## src/rtl/udma_eth_rx_packer_pkg.sv

```systemverilog
// Shared types and constants for the uDMA Ethernet RX packer:
// framing FSM states, status-word field positions and FIFO entry layout.
package udma_eth_pkg;

   typedef enum logic [1:0] {
      IDLE   = 2'd0,
      FRAME  = 2'd1,
      DROP   = 2'd2,
      STATUS = 2'd3
   } state_e;

   localparam int DATA_W      = 32;
   localparam int ENTRY_W     = 33;   // {status flag, 32-bit word}
   localparam int FLAG_BIT    = 32;

   localparam int LEN_LSB     = 0;
   localparam int LEN_W       = 16;
   localparam int BAD_BIT     = 16;
   localparam int TRUNC_BIT   = 17;
   localparam int SEQ_LSB     = 24;
   localparam int SEQ_W       = 8;

   // Counter increment that sticks at all-ones instead of wrapping.
   function automatic logic [15:0] sat_inc16(input logic [15:0] v);
      return (v == 16'hFFFF) ? v : v + 16'd1;
   endfunction

   // Assemble the per-frame status word.
   function automatic logic [DATA_W-1:0] make_status(input logic [LEN_W-1:0] len,
                                                     input logic             bad,
                                                     input logic             trunc,
                                                     input logic [SEQ_W-1:0] seq);
      logic [DATA_W-1:0] w;
      w                          = '0;
      w[LEN_LSB +: LEN_W]        = len;
      w[BAD_BIT]                 = bad;
      w[TRUNC_BIT]               = trunc;
      w[SEQ_LSB +: SEQ_W]        = seq;
      return w;
   endfunction

endpackage

```

## src/rtl/udma_eth_rx_packer_if.sv

```systemverilog
// Receive-side bus bundle: MAC byte stream in, packed word stream out to the uDMA.
// slave  = the packer's view, master = the surrounding MAC/uDMA view.
interface udma_eth_rx_packer_if;
   import udma_eth_pkg::*;

   logic [7:0]        rx_axis_tdata;
   logic              rx_axis_tvalid;
   logic              rx_axis_tlast;
   logic              rx_axis_tuser;

   logic [DATA_W-1:0] data_o;
   logic              valid_o;
   logic              ready_i;
   logic              status_o;

   modport slave (
      input  rx_axis_tdata, rx_axis_tvalid, rx_axis_tlast, rx_axis_tuser, ready_i,
      output data_o, valid_o, status_o
   );

   modport master (
      output rx_axis_tdata, rx_axis_tvalid, rx_axis_tlast, rx_axis_tuser, ready_i,
      input  data_o, valid_o, status_o
   );

endinterface

```

## src/rtl/udma_eth_sync_fifo.sv

```systemverilog
// Generic single-clock first-word-fall-through FIFO with a free-entry count.
// DEPTH must be a power of two so the pointers wrap naturally.
module udma_eth_sync_fifo #(
   parameter int WIDTH = 33,
   parameter int DEPTH = 16
) (
   input  logic                       clk,
   input  logic                       rst,
   input  logic                       i_push,
   input  logic [WIDTH-1:0]           i_push_data,
   input  logic                       i_pop,
   output logic [WIDTH-1:0]           o_pop_data,
   output logic                       o_empty,
   output logic [$clog2(DEPTH):0]     o_free
);

   localparam int              AW      = $clog2(DEPTH);
   localparam logic [AW:0]     DEPTH_C = (AW+1)'(DEPTH);
   localparam logic [AW:0]     CNT_ONE = (AW+1)'(1);
   localparam logic [AW-1:0]   PTR_ONE = AW'(1);

   logic [WIDTH-1:0] r_mem [DEPTH];
   logic [AW-1:0]    r_wr_ptr;
   logic [AW-1:0]    r_rd_ptr;
   logic [AW:0]      r_count;

   logic w_full;
   logic w_do_push;
   logic w_do_pop;

   assign o_empty    = (r_count == '0);
   assign w_full     = (r_count == DEPTH_C);
   assign w_do_pop   = i_pop && !o_empty;
   // A push into a full FIFO is fine when the head leaves in the same cycle.
   assign w_do_push  = i_push && (!w_full || w_do_pop);
   assign o_pop_data = r_mem[r_rd_ptr];
   assign o_free     = DEPTH_C - r_count;

   // Pointer and occupancy bookkeeping.
   // NOTE: sequential state uses non-blocking (<=) so every flop samples pre-edge values.
   always_ff @(posedge clk) begin
      if (rst) begin
         r_wr_ptr <= '0;
         r_rd_ptr <= '0;
         r_count  <= '0;
      end else begin
         if (w_do_push) r_wr_ptr <= r_wr_ptr + PTR_ONE;
         if (w_do_pop)  r_rd_ptr <= r_rd_ptr + PTR_ONE;
         case ({w_do_push, w_do_pop})
            2'b10:   r_count <= r_count + CNT_ONE;
            2'b01:   r_count <= r_count - CNT_ONE;
            default: r_count <= r_count;
         endcase
      end
   end

   // Entry storage.
   // NOTE: storage is deliberately not reset; the pointers and count define validity.
   always_ff @(posedge clk) begin
      if (w_do_push) r_mem[r_wr_ptr] <= i_push_data;
   end

endmodule

```

## src/rtl/udma_eth_rx_packer.sv

```systemverilog
// uDMA Ethernet RX packer: packs MAC receive bytes little-endian into 32-bit
// words, terminates every frame with a status word, and truncates frames
// cleanly when the output FIFO cannot hold another data word plus the status.
// Optional frame statistics counters: define UDMA_ETH_RX_STATS_EN.
module udma_eth_rx_packer
   import udma_eth_pkg::*;
#(
   parameter int FIFO_DEPTH    = 16,
   parameter int MAX_FRAME_LEN = 1518
) (
   input  logic                  clk,
   input  logic                  rst,
   udma_eth_rx_packer_if.slave   bus,
   output logic                  drop_o,
   output logic [15:0]           stat_good_o,
   output logic [15:0]           stat_bad_o,
   output logic [15:0]           stat_drop_o
);

   localparam int          AW       = $clog2(FIFO_DEPTH);
   localparam logic [AW:0] MIN_FREE = (AW+1)'(2);

   state_e             r_state;
   state_e             w_next_state;
   logic [LEN_W-1:0]   r_len;
   logic               r_bad;
   logic               r_trunc;
   logic [SEQ_W-1:0]   r_seq;
   logic [23:0]        r_pack;       // bytes 0..2 of the word being built
   logic [1:0]         r_bcnt;       // lane of the next byte
   logic               r_flush;      // one-byte frame deferred behind a status write
   logic               r_drop;

   logic               w_vld;
   logic               w_last;
   logic               w_user;
   logic [7:0]         w_byte;
   logic               w_start;
   logic               w_frame_byte;
   logic               w_oversize;
   logic               w_pack_byte;
   logic               w_word_end;
   logic               w_defer;
   logic               w_data_req;
   logic               w_space;
   logic               w_trunc_evt;
   logic               w_status_push;
   logic [DATA_W-1:0]  w_word;
   logic               w_push;
   logic [ENTRY_W-1:0] w_push_entry;
   logic [ENTRY_W-1:0] w_head;
   logic               w_empty;
   logic [AW:0]        w_free;

   assign w_vld  = bus.rx_axis_tvalid;
   assign w_last = bus.rx_axis_tlast;
   assign w_user = bus.rx_axis_tuser;
   assign w_byte = bus.rx_axis_tdata;

   // Byte 0 of a new frame: from IDLE, or overlapping the previous frame's status write.
   assign w_start       = w_vld && ((r_state == IDLE) || ((r_state == STATUS) && !r_flush));
   assign w_frame_byte  = w_vld && (r_state == FRAME);
   assign w_oversize    = w_frame_byte && ({1'b0, r_len} >= 17'(MAX_FRAME_LEN));
   assign w_pack_byte   = w_start || (w_frame_byte && !w_oversize);
   assign w_word_end    = w_pack_byte && ((r_bcnt == 2'd3) || w_last);
   // A one-byte frame arriving during STATUS cannot share the single write port.
   assign w_defer       = w_start && (r_state == STATUS) && w_last;
   assign w_data_req    = (w_word_end && !w_defer) || ((r_state == STATUS) && r_flush);
   assign w_space       = (w_free >= MIN_FREE);
   assign w_trunc_evt   = w_oversize || (w_data_req && !w_space);
   assign w_status_push = (r_state == STATUS) && !r_flush;

   // Current byte merged into its lane of the word being built; upper lanes are zero.
   // NOTE: every always_comb output gets a default first so no latch is inferred.
   always_comb begin
      w_word = {8'h00, r_pack};
      case (r_bcnt)
         2'd0:    w_word[7:0]   = w_byte;
         2'd1:    w_word[15:8]  = w_byte;
         2'd2:    w_word[23:16] = w_byte;
         default: w_word[31:24] = w_byte;
      endcase
   end

   // Framing state register.
   always_ff @(posedge clk) begin
      if (rst) r_state <= IDLE;
      else     r_state <= w_next_state;
   end

   // Framing next-state decode.
   always_comb begin
      w_next_state = r_state;
      case (r_state)
         IDLE: begin
            if (w_vld) w_next_state = w_last ? STATUS : FRAME;
         end
         FRAME: begin
            if (w_vld) begin
               if (w_last)           w_next_state = STATUS;
               else if (w_trunc_evt) w_next_state = DROP;
            end
         end
         DROP: begin
            if (w_vld && w_last) w_next_state = STATUS;
         end
         default: begin
            if (r_flush)    w_next_state = STATUS;
            else if (w_vld) w_next_state = w_last ? STATUS : FRAME;
            else            w_next_state = IDLE;
         end
      endcase
   end

   // Framing outputs: which entry, if any, goes into the FIFO this cycle.
   always_comb begin
      w_push       = 1'b0;
      w_push_entry = '0;
      case (r_state)
         IDLE, FRAME: begin
            if (w_data_req && w_space) begin
               w_push       = 1'b1;
               w_push_entry = {1'b0, w_word};
            end
         end
         STATUS: begin
            if (r_flush) begin
               if (w_space) begin
                  w_push       = 1'b1;
                  w_push_entry = {1'b0, 8'h00, r_pack};
               end
            end else begin
               w_push       = 1'b1;
               w_push_entry = {1'b1, make_status(r_len, r_bad, r_trunc, r_seq)};
            end
         end
         default: begin
            w_push       = 1'b0;
            w_push_entry = '0;
         end
      endcase
   end

   // Per-frame bookkeeping: length, flags, sequence number and the partial word.
   always_ff @(posedge clk) begin
      if (rst) begin
         r_len   <= '0;
         r_bad   <= 1'b0;
         r_trunc <= 1'b0;
         r_seq   <= '0;
         r_pack  <= '0;
         r_bcnt  <= '0;
         r_flush <= 1'b0;
         r_drop  <= 1'b0;
      end else begin
         if (w_start) begin
            r_len   <= 16'd1;
            r_bad   <= w_user && w_last;
            r_trunc <= 1'b0;
         end else if (w_vld && ((r_state == FRAME) || (r_state == DROP))) begin
            r_len <= sat_inc16(r_len);
            if (w_last) r_bad <= w_user;
         end
         if (w_trunc_evt) r_trunc <= 1'b1;

         r_drop  <= w_trunc_evt;
         r_flush <= w_defer;
         if (w_status_push) r_seq <= r_seq + 8'd1;

         if (w_trunc_evt || ((r_state == STATUS) && r_flush)) begin
            r_pack <= '0;
            r_bcnt <= '0;
         end else if (w_pack_byte) begin
            if (w_word_end && !w_defer) begin
               r_pack <= '0;
               r_bcnt <= '0;
            end else begin
               r_pack <= w_word[23:0];
               r_bcnt <= r_bcnt + 2'd1;
            end
         end
      end
   end

   udma_eth_sync_fifo #(
      .WIDTH (ENTRY_W),
      .DEPTH (FIFO_DEPTH)
   ) u_fifo (
      .clk         (clk),
      .rst         (rst),
      .i_push      (w_push),
      .i_push_data (w_push_entry),
      .i_pop       (bus.ready_i),
      .o_pop_data  (w_head),
      .o_empty     (w_empty),
      .o_free      (w_free)
   );

   assign bus.valid_o  = !w_empty;
   assign bus.data_o   = w_empty ? '0 : w_head[DATA_W-1:0];
   assign bus.status_o = !w_empty && w_head[FLAG_BIT];
   assign drop_o       = r_drop;

`ifdef UDMA_ETH_RX_STATS_EN
   logic [15:0] r_stat_good;
   logic [15:0] r_stat_bad;
   logic [15:0] r_stat_drop;

   // Frame classification counters, updated as each status word is written.
   always_ff @(posedge clk) begin
      if (rst) begin
         r_stat_good <= '0;
         r_stat_bad  <= '0;
         r_stat_drop <= '0;
      end else if (w_status_push) begin
         if (!r_bad && !r_trunc) r_stat_good <= sat_inc16(r_stat_good);
         if (r_bad)              r_stat_bad  <= sat_inc16(r_stat_bad);
         if (r_trunc)            r_stat_drop <= sat_inc16(r_stat_drop);
      end
   end

   assign stat_good_o = r_stat_good;
   assign stat_bad_o  = r_stat_bad;
   assign stat_drop_o = r_stat_drop;
`else
   assign stat_good_o = '0;
   assign stat_bad_o  = '0;
   assign stat_drop_o = '0;
`endif

endmodule
```

## src/flat_wrapper.sv

```systemverilog
// flat-port wrapper written by rule: the top's interface ports become plain ports
module udma_eth_rx_packer_flat import udma_eth_pkg::*;
#(
   parameter int FIFO_DEPTH    = 16,
   parameter int MAX_FRAME_LEN = 1518
)
  (clk, rst, drop_o, stat_good_o, stat_bad_o, stat_drop_o, bus_rx_axis_tdata, bus_rx_axis_tvalid, bus_rx_axis_tlast, bus_rx_axis_tuser, bus_ready_i, bus_data_o, bus_valid_o, bus_status_o);
  udma_eth_rx_packer_if bus_i ();
  input  logic clk;
  input  logic rst;
  output logic drop_o;
  output logic [15:0] stat_good_o;
  output logic [15:0] stat_bad_o;
  output logic [15:0] stat_drop_o;
  input wire logic [$bits(bus_i.rx_axis_tdata)-1:0] bus_rx_axis_tdata;
  input wire logic [$bits(bus_i.rx_axis_tvalid)-1:0] bus_rx_axis_tvalid;
  input wire logic [$bits(bus_i.rx_axis_tlast)-1:0] bus_rx_axis_tlast;
  input wire logic [$bits(bus_i.rx_axis_tuser)-1:0] bus_rx_axis_tuser;
  input wire logic [$bits(bus_i.ready_i)-1:0] bus_ready_i;
  output wire logic [$bits(bus_i.data_o)-1:0] bus_data_o;
  output wire logic [$bits(bus_i.valid_o)-1:0] bus_valid_o;
  output wire logic [$bits(bus_i.status_o)-1:0] bus_status_o;
  assign bus_i.rx_axis_tdata = bus_rx_axis_tdata;
  assign bus_i.rx_axis_tvalid = bus_rx_axis_tvalid;
  assign bus_i.rx_axis_tlast = bus_rx_axis_tlast;
  assign bus_i.rx_axis_tuser = bus_rx_axis_tuser;
  assign bus_i.ready_i = bus_ready_i;
  assign bus_data_o = bus_i.data_o;
  assign bus_valid_o = bus_i.valid_o;
  assign bus_status_o = bus_i.status_o;
  udma_eth_rx_packer #(.FIFO_DEPTH(FIFO_DEPTH), .MAX_FRAME_LEN(MAX_FRAME_LEN)) u_core (.clk(clk), .rst(rst), .bus(bus_i), .drop_o(drop_o), .stat_good_o(stat_good_o), .stat_bad_o(stat_bad_o), .stat_drop_o(stat_drop_o));
endmodule
```

## config.mk

```make
export PLATFORM = sky130hd
export DESIGN_NAME = udma_eth_rx_packer_flat
export DESIGN_NICKNAME = d
export VERILOG_FILES = /design/src/rtl/udma_eth_rx_packer_pkg.sv /design/src/rtl/udma_eth_rx_packer_if.sv /design/src/rtl/udma_eth_sync_fifo.sv /design/src/rtl/udma_eth_rx_packer.sv /design/src/flat_wrapper.sv
export SDC_FILE = /design/constraint.sdc
export NUM_CORES = 1
export LEC_CHECK = 0
export ABC_AREA = 0
export CORE_UTILIZATION = 60
export DETAILED_ROUTE_END_ITERATION = 8
export PLACE_DENSITY_LB_ADDON = 0.1
export SLEW_MARGIN = 15
export SYNTH_ARGS = -nofsm -noshare
export SYNTH_HDL_FRONTEND = slang
export SYNTH_SLANG_ARGS = --single-unit
```

## constraint.sdc

```tcl
create_clock -name clk -period 6.75 [get_ports clk]
set_input_delay 1.0125 -clock clk [delete_from_list [all_inputs] [get_ports clk]]
set_output_delay 1.0125 -clock clk [all_outputs]
set_load 0.02 [all_outputs]
```

# Word level (Yosys, flattened, before mapping)
# Memory sizes are Yosys's and may differ from the RTL's. A register that Yosys moved wholly into a read port is not among the register bits.
# Index checks and enable logic that the tools add are counted.
[classes]
eq_ne = 15
order_cmp = 2
n_addsub = 8
mux = 37
bitwise = 1
reduce_logical = 47
[op_table]
columns = ["op", "count"]
rows = [
  ["33-bit one-hot mux with 2 select lines", 1],
  ["32-bit two-way mux", 2],
  ["24-bit two-way mux", 2],
  ["33-bit two-way mux", 1],
  ["8-bit two-way mux", 4],
  ["1-bit logical AND", 18],
  ["2-bit two-way mux", 9],
  ["16-bit by 1-bit adder with 16-bit output, second input constant", 1],
  ["16-bit equality test, second input constant", 1],
  ["16-bit by 11-bit greater-or-equal comparator with 1-bit output, second input constant", 1],
  ["1-bit two-way mux", 13],
  ["2-bit equality test, second input constant", 5],
  ["5-bit one-hot mux with 2 select lines", 1],
  ["4-bit by 1-bit adder with 4-bit output, second input constant", 2],
  ["8-bit by 1-bit adder with 8-bit output, second input constant", 1],
  ["1-bit logical OR", 8],
  ["4-bit two-way mux", 2],
  ["2-bit nonzero test", 4],
  ["2-bit by 1-bit equality test with 1-bit output, second input constant", 3],
  ["1-bit logical NOT", 6],
  ["2-bit one-hot mux with 3 select lines", 1],
  ["2-bit AND reduction", 3],
  ["2-bit OR reduction", 3],
  ["5-bit by 1-bit adder with 5-bit output, second input constant", 1],
  ["other kinds (14)", 17],
]
[word_totals]
mem_bits_rw = 528
input_bits = 14
output_inout_bits = 83
reg_bits = 69
elab_cells = 124
n_memories = 1
[mem_list]
columns = ["name", "words", "width", "rd", "rd_clocked_by_memory_dff", "wr", "line_no", "source"]
rows = [
  ["u_core.u_fifo.r_mem", 16, 33, 1, 1, 1, "udma_eth_sync_fifo.sv:22", "logic [WIDTH-1:0] r_mem [DEPTH];"],
]

# Longest topological paths before layout
[logic_depth]
ltp_word = 15
mapped_depth = 15
depth_no_buf = 14

# Cells and area by module
# From an unflattened synthesis, not the netlist that was laid out.
[hier_totals]
hier_cells = 1407
hier_area_um2 = 24903.9
[by_module_without_submodules]
columns = ["mod", "cells_each", "instances", "area_each_um2"]
rows = [
  ["udma_eth_sync_fifo", 921, 1, 20847.5],
  ["udma_eth_rx_packer", 486, 1, 4056.4],
]

# Worst setup path before layout
# No wires, ideal clock.
[synth_timing]
kind = "input-to-reg"
startpoint = "in bus_rx_axis_tvalid"
endpoint = "mem u_core.u_fifo.r_mem[3][0], enable pin"
setup_ns = 0.464
arrival_time_ns = 4.924
required_ns = 6.286
n_path_buf = 1
path_stages = 7
setup_slack_ns = 1.362
cell_sequence = "clkbuf_1 and2_1 a221oi_1 or4b_1 o22ai_2 nand2_1 nor3_1"
[synth_via]
elab_chain_len = 14
elab_cells_between_ends = 18
classes_between = "mux (4); reduce/logical (14)"
[synth_lines]
columns = ["item", "line_no", "source"]
rows = [
  ["from (decl)", "flat_wrapper.sv:16", "input wire logic [$bits(bus_i.rx_axis_tvalid)-1:0] bus_rx_axis_tvalid;"],
  ["1-bit logical AND", "udma_eth_rx_packer.sv:62", "assign w_frame_byte = w_vld && (r_state == FRAME);"],
  ["1-bit logical AND", "udma_eth_rx_packer.sv:63", "assign w_oversize = w_frame_byte && ({1'b0, r_len} >= 17'(MAX_FRAME_LEN));"],
  ["1-bit logical NOT", "udma_eth_rx_packer.sv:64", "assign w_pack_byte = w_start || (w_frame_byte && !w_oversize);"],
  ["1-bit logical AND", "udma_eth_rx_packer.sv:64", ""],
  ["1-bit logical OR", "udma_eth_rx_packer.sv:64", ""],
  ["1-bit logical AND", "udma_eth_rx_packer.sv:65", "assign w_word_end = w_pack_byte && ((r_bcnt == 2'd3) || w_last);"],
  ["1-bit logical AND (*)", "udma_eth_rx_packer.sv:68", "assign w_data_req = (w_word_end && !w_defer) || ((r_state == STATUS) && r_flush);"],
  ["1-bit logical OR (*)", "udma_eth_rx_packer.sv:68", ""],
  ["1-bit logical AND (*)", "udma_eth_rx_packer.sv:121", "if (w_data_req && w_space) begin"],
  ["1-bit two-way mux (*)", "udma_eth_rx_packer.sv:121", ""],
  ["1-bit one-hot mux with 2 select lines (*)", "udma_eth_rx_packer.sv:119", "case (r_state)"],
  ["1-bit logical AND (*)", "udma_eth_sync_fifo.sv:35", "assign w_do_push = i_push && (!w_full || w_do_pop);"],
  ["1-bit two-way mux (*)", "udma_eth_sync_fifo.sv:60", "if (w_do_push) r_mem[r_wr_ptr] <= i_push_data;"],
  ["1-bit two-way mux (not written as such) (*)", "udma_eth_sync_fifo.sv:60", ""],
  ["to (decl)", "udma_eth_sync_fifo.sv:22", ""],
]
# Every way passes the cells marked *; elsewhere a longest branch is shown, timed or not.

==> summary.txt <==
outcome - finished clean
Synth top area share - 64.1%
CTS tree - yes
CP delay by family, top - multiplexers
Max-cap violations - 0
post-synth top area cell - edfxtp_1
worst slew pin tran - 1.27 ns
first-pass GRT wire length - 80400 um
Pwr Density - 361 nW/um^2
Crit-path slowest cell - dfxtp_4
global placer's final weighted congestion - 0.817
P&R area growth vs syn - 12.4%
largest net degree at the start of global routing - 92
initial antenna violation count - 2
total track usage - 26.6%
Total Power - 10000 uW
remaining global-route overflow - 0
post-layout util - 68.3%
CP cell instances - buf_12 > mux4_2 > mux4_2 > and2_1 > clkdlybuf4s50_1
Post-CTS Hold Buffers - 0
CTS buffer count - 58
Worst Path Required - 5.74 ns
drt first pass iters - 8
EDFF count, synth - 528
Routed WL per cell - 26.6 um
cell area after synthesis - 24800 um^2
Seq/Total Area, Yosys - 70.0%
Slew Viols, Final - 0
clk_lat worst skew - 0.61 ns
Final Setup Violations - 0
Synth Warn # - 0
die area - 42100 um^2
most used cell, CP - mux4_2
Leakage - 0.00919 uW
PortBufs - 48
synthesized area per cell - 18.1 um^2
io pins - 97
slowest cell delay on critical path - 0.95 ns
filler instances - 2674
fin crit share - 73.6%
unrepaired setup endpoints after global routing - no
DRT iter0 DRCs - 1301
worst relative slew slack - 15.3%
Tmin final - 4.97 ns
dpl hpwl - 32200 um
WS Path Type - flop to output port
Bufs and invs on worst path - 2
clk sinks - 601
Clock Skew - 0.0168 ns
Die X-Extent - 205 um
worst min path class - flop to flop
Routed WL - 53800 um
Initial Util - 60.8%
Setup crit end kind - output port
vias in the first global route - 12700
clk slew on worst S/H paths - 0.06 ns
setup tns final - 0 ns
number of remaining DRC errors - 0
CTS max path bufs - 3
fmax - 201 MHz
Vias/cell - 6.36
post-CTS sizing - 0
number of inserted diodes - 0
Synth async-reset ratio - 0%
most frequent cells in the layout - edfxtp_1, mux4_2, dfxtp_1, nor2_1, clkbuf_16
DRT antenna net count - 0
distinct cell type count after synthesis - 62
FF+latch count, synth - 601
crit path DAT - 3.96 ns
worst vdd ir - 319 uV
Crit Path Max Fanout - 43
share of layout cells above drive strength 1 - 23.0%
synthesized instance count - 1370
main flop type after synthesis - edfxtp_1
Die Y - 205 um
Worst setup SP type - flop
H-tree depth - 2
clk root buf - clkbuf_16
top cells by area, synth - edfxtp_1, mux4_2, dfxtp_1
routed via count - 12900
post-CTS setup buffer count - 0
Final Hold Viols - 0
most common cell after layout, fill and taps aside - edfxtp_1
Rows - 74
core area - 40700 um^2
final net count - 1485
-- Yosys cell counts (20+ instances only) --
| master | number |
|---|---|
| inv_1 | 20 |
| and2_1 | 36 |
| a21oi_1 | 36 |
| xor2_1 | 21 |
| edfxtp_1 | 528 |
| dfxtp_1 | 73 |
| nand3_1 | 37 |
| buf_4 | 48 |
| ha_1 | 26 |
| nor2_1 | 78 |
| clkbuf_1 | 62 |
| mux4_2 | 165 |
| nand2_1 | 55 |
-- worst register-to-register path, cell delays in order (launching register included) --
cell,delay [ns]
dfxtp_1,0.41
inv_1,0.12
ha_1,0.23
and3_1,0.20
ha_1,0.21
nor2b_1,0.53
nor2b_1,0.15
or4b_1,0.51
o22ai_2,0.38
nand2_1,0.32
nor2_4,0.92
buf_4,0.34
-- path summary, 6_finish.rpt --
path                                          from                                     to  slack [ns]  cells after the start
min                 u_core.r_pack[22]$_SDFFE_PP0P_         u_core.r_pack[22]$_SDFFE_PP0P_        0.46                      2
max                                           flop                          bus_data_o[1]        1.78                      5
min reg2reg         u_core.r_pack[22]$_SDFFE_PP0P_         u_core.r_pack[22]$_SDFFE_PP0P_        0.46                      2
max reg2reg  u_core.u_fifo.r_count[0]$_SDFFE_PP0P_  u_core.u_fifo.r_mem[10][27]$_DFFE_PP_        2.14                     11
-- cell families (layout without fill, tap and decap cells) --
group / Yosys count / count (layout) / synth area share (%)
xor gates and xnor gates: 27 / 27 / 0.955
DFF: 601 / 601 / 70.0
adders and majority gates: 27 / 27 / 1.40
and+or+nand+nor: 270 / 270 / 5.38
muxes: 188 / 188 / 16.0
AOI/OAI and AO/OA: 114 / 114 / 3.35
other: 1 / 48 / 0.0151
buffers and inverters: 142 / 218 / 2.92
-- state kept, by name, summed over array words and instances, names as in the netlist, named ones only --
| name | cells |
|---|---|
| u_core.r_seq | 8 |
| u_core.u_fifo.r_wr_ptr | 4 |
| u_core.r_state | 2 |
| u_core.u_fifo.r_count | 5 |
| u_core.r_pack | 24 |
| u_core.r_bad | 1 |
| u_core.u_fifo.r_rd_ptr | 4 |
| u_core.r_flush | 1 |
| u_core.r_bcnt | 2 |
| u_core.drop_o | 1 |
| u_core.r_len | 16 |
| u_core.r_trunc | 1 |
| u_core.u_fifo.r_mem | 528 |
-- area by class of cell --
| type | count | area, um^2 | area share [%] |
|---|---|---|---|
| Timing Repair Buffer | 89 | 826 | 2.97 |
| Clock inverter | 43 | 394 | 1.42 |
| Inverter | 20 | 75.1 | 0.270 |
| Tap cell | 532 | 666 | 2.39 |
| Clock buffer | 66 | 1510 | 5.44 |
| Sequential cell | 601 | 17300 | 62.3 |
| Multi-Input combinational cell | 674 | 7030 | 25.2 |
-- routing by layer --
layer	track usage, %	up-vias	wire length, um
li1	-	5565	-
met1	38.5	6714	22500
met2	41.7	514	26000
met3	5.58	88	4120
met4	7.28	2	1260
met5	0	-	13
-- report_power, final --
group          switching (uW)  internal [uW]
clock                    1360           1870
sequential                155           4210
combinational            1350           1090
-- through the flow --
| step | cell area [um^2] | hold slack, ns | std cells | setup WS, ns |
|---|---|---|---|---|
| global placement | 25900 | 0.445 | 1915 | 1.77 |
| global route | 27800 | 0.484 | 2025 | 1.57 |
| finish | 27800 | 0.463 | 2025 | 1.78 |
| CTS | 27800 | 0.459 | 2024 | 1.67 |
| floorplan | 24900 | 0.436 | 1417 | 1.36 |
| detailed placement | 25900 | 0.451 | 1915 | 1.74 |
Power figures use the tool's default switching activity.
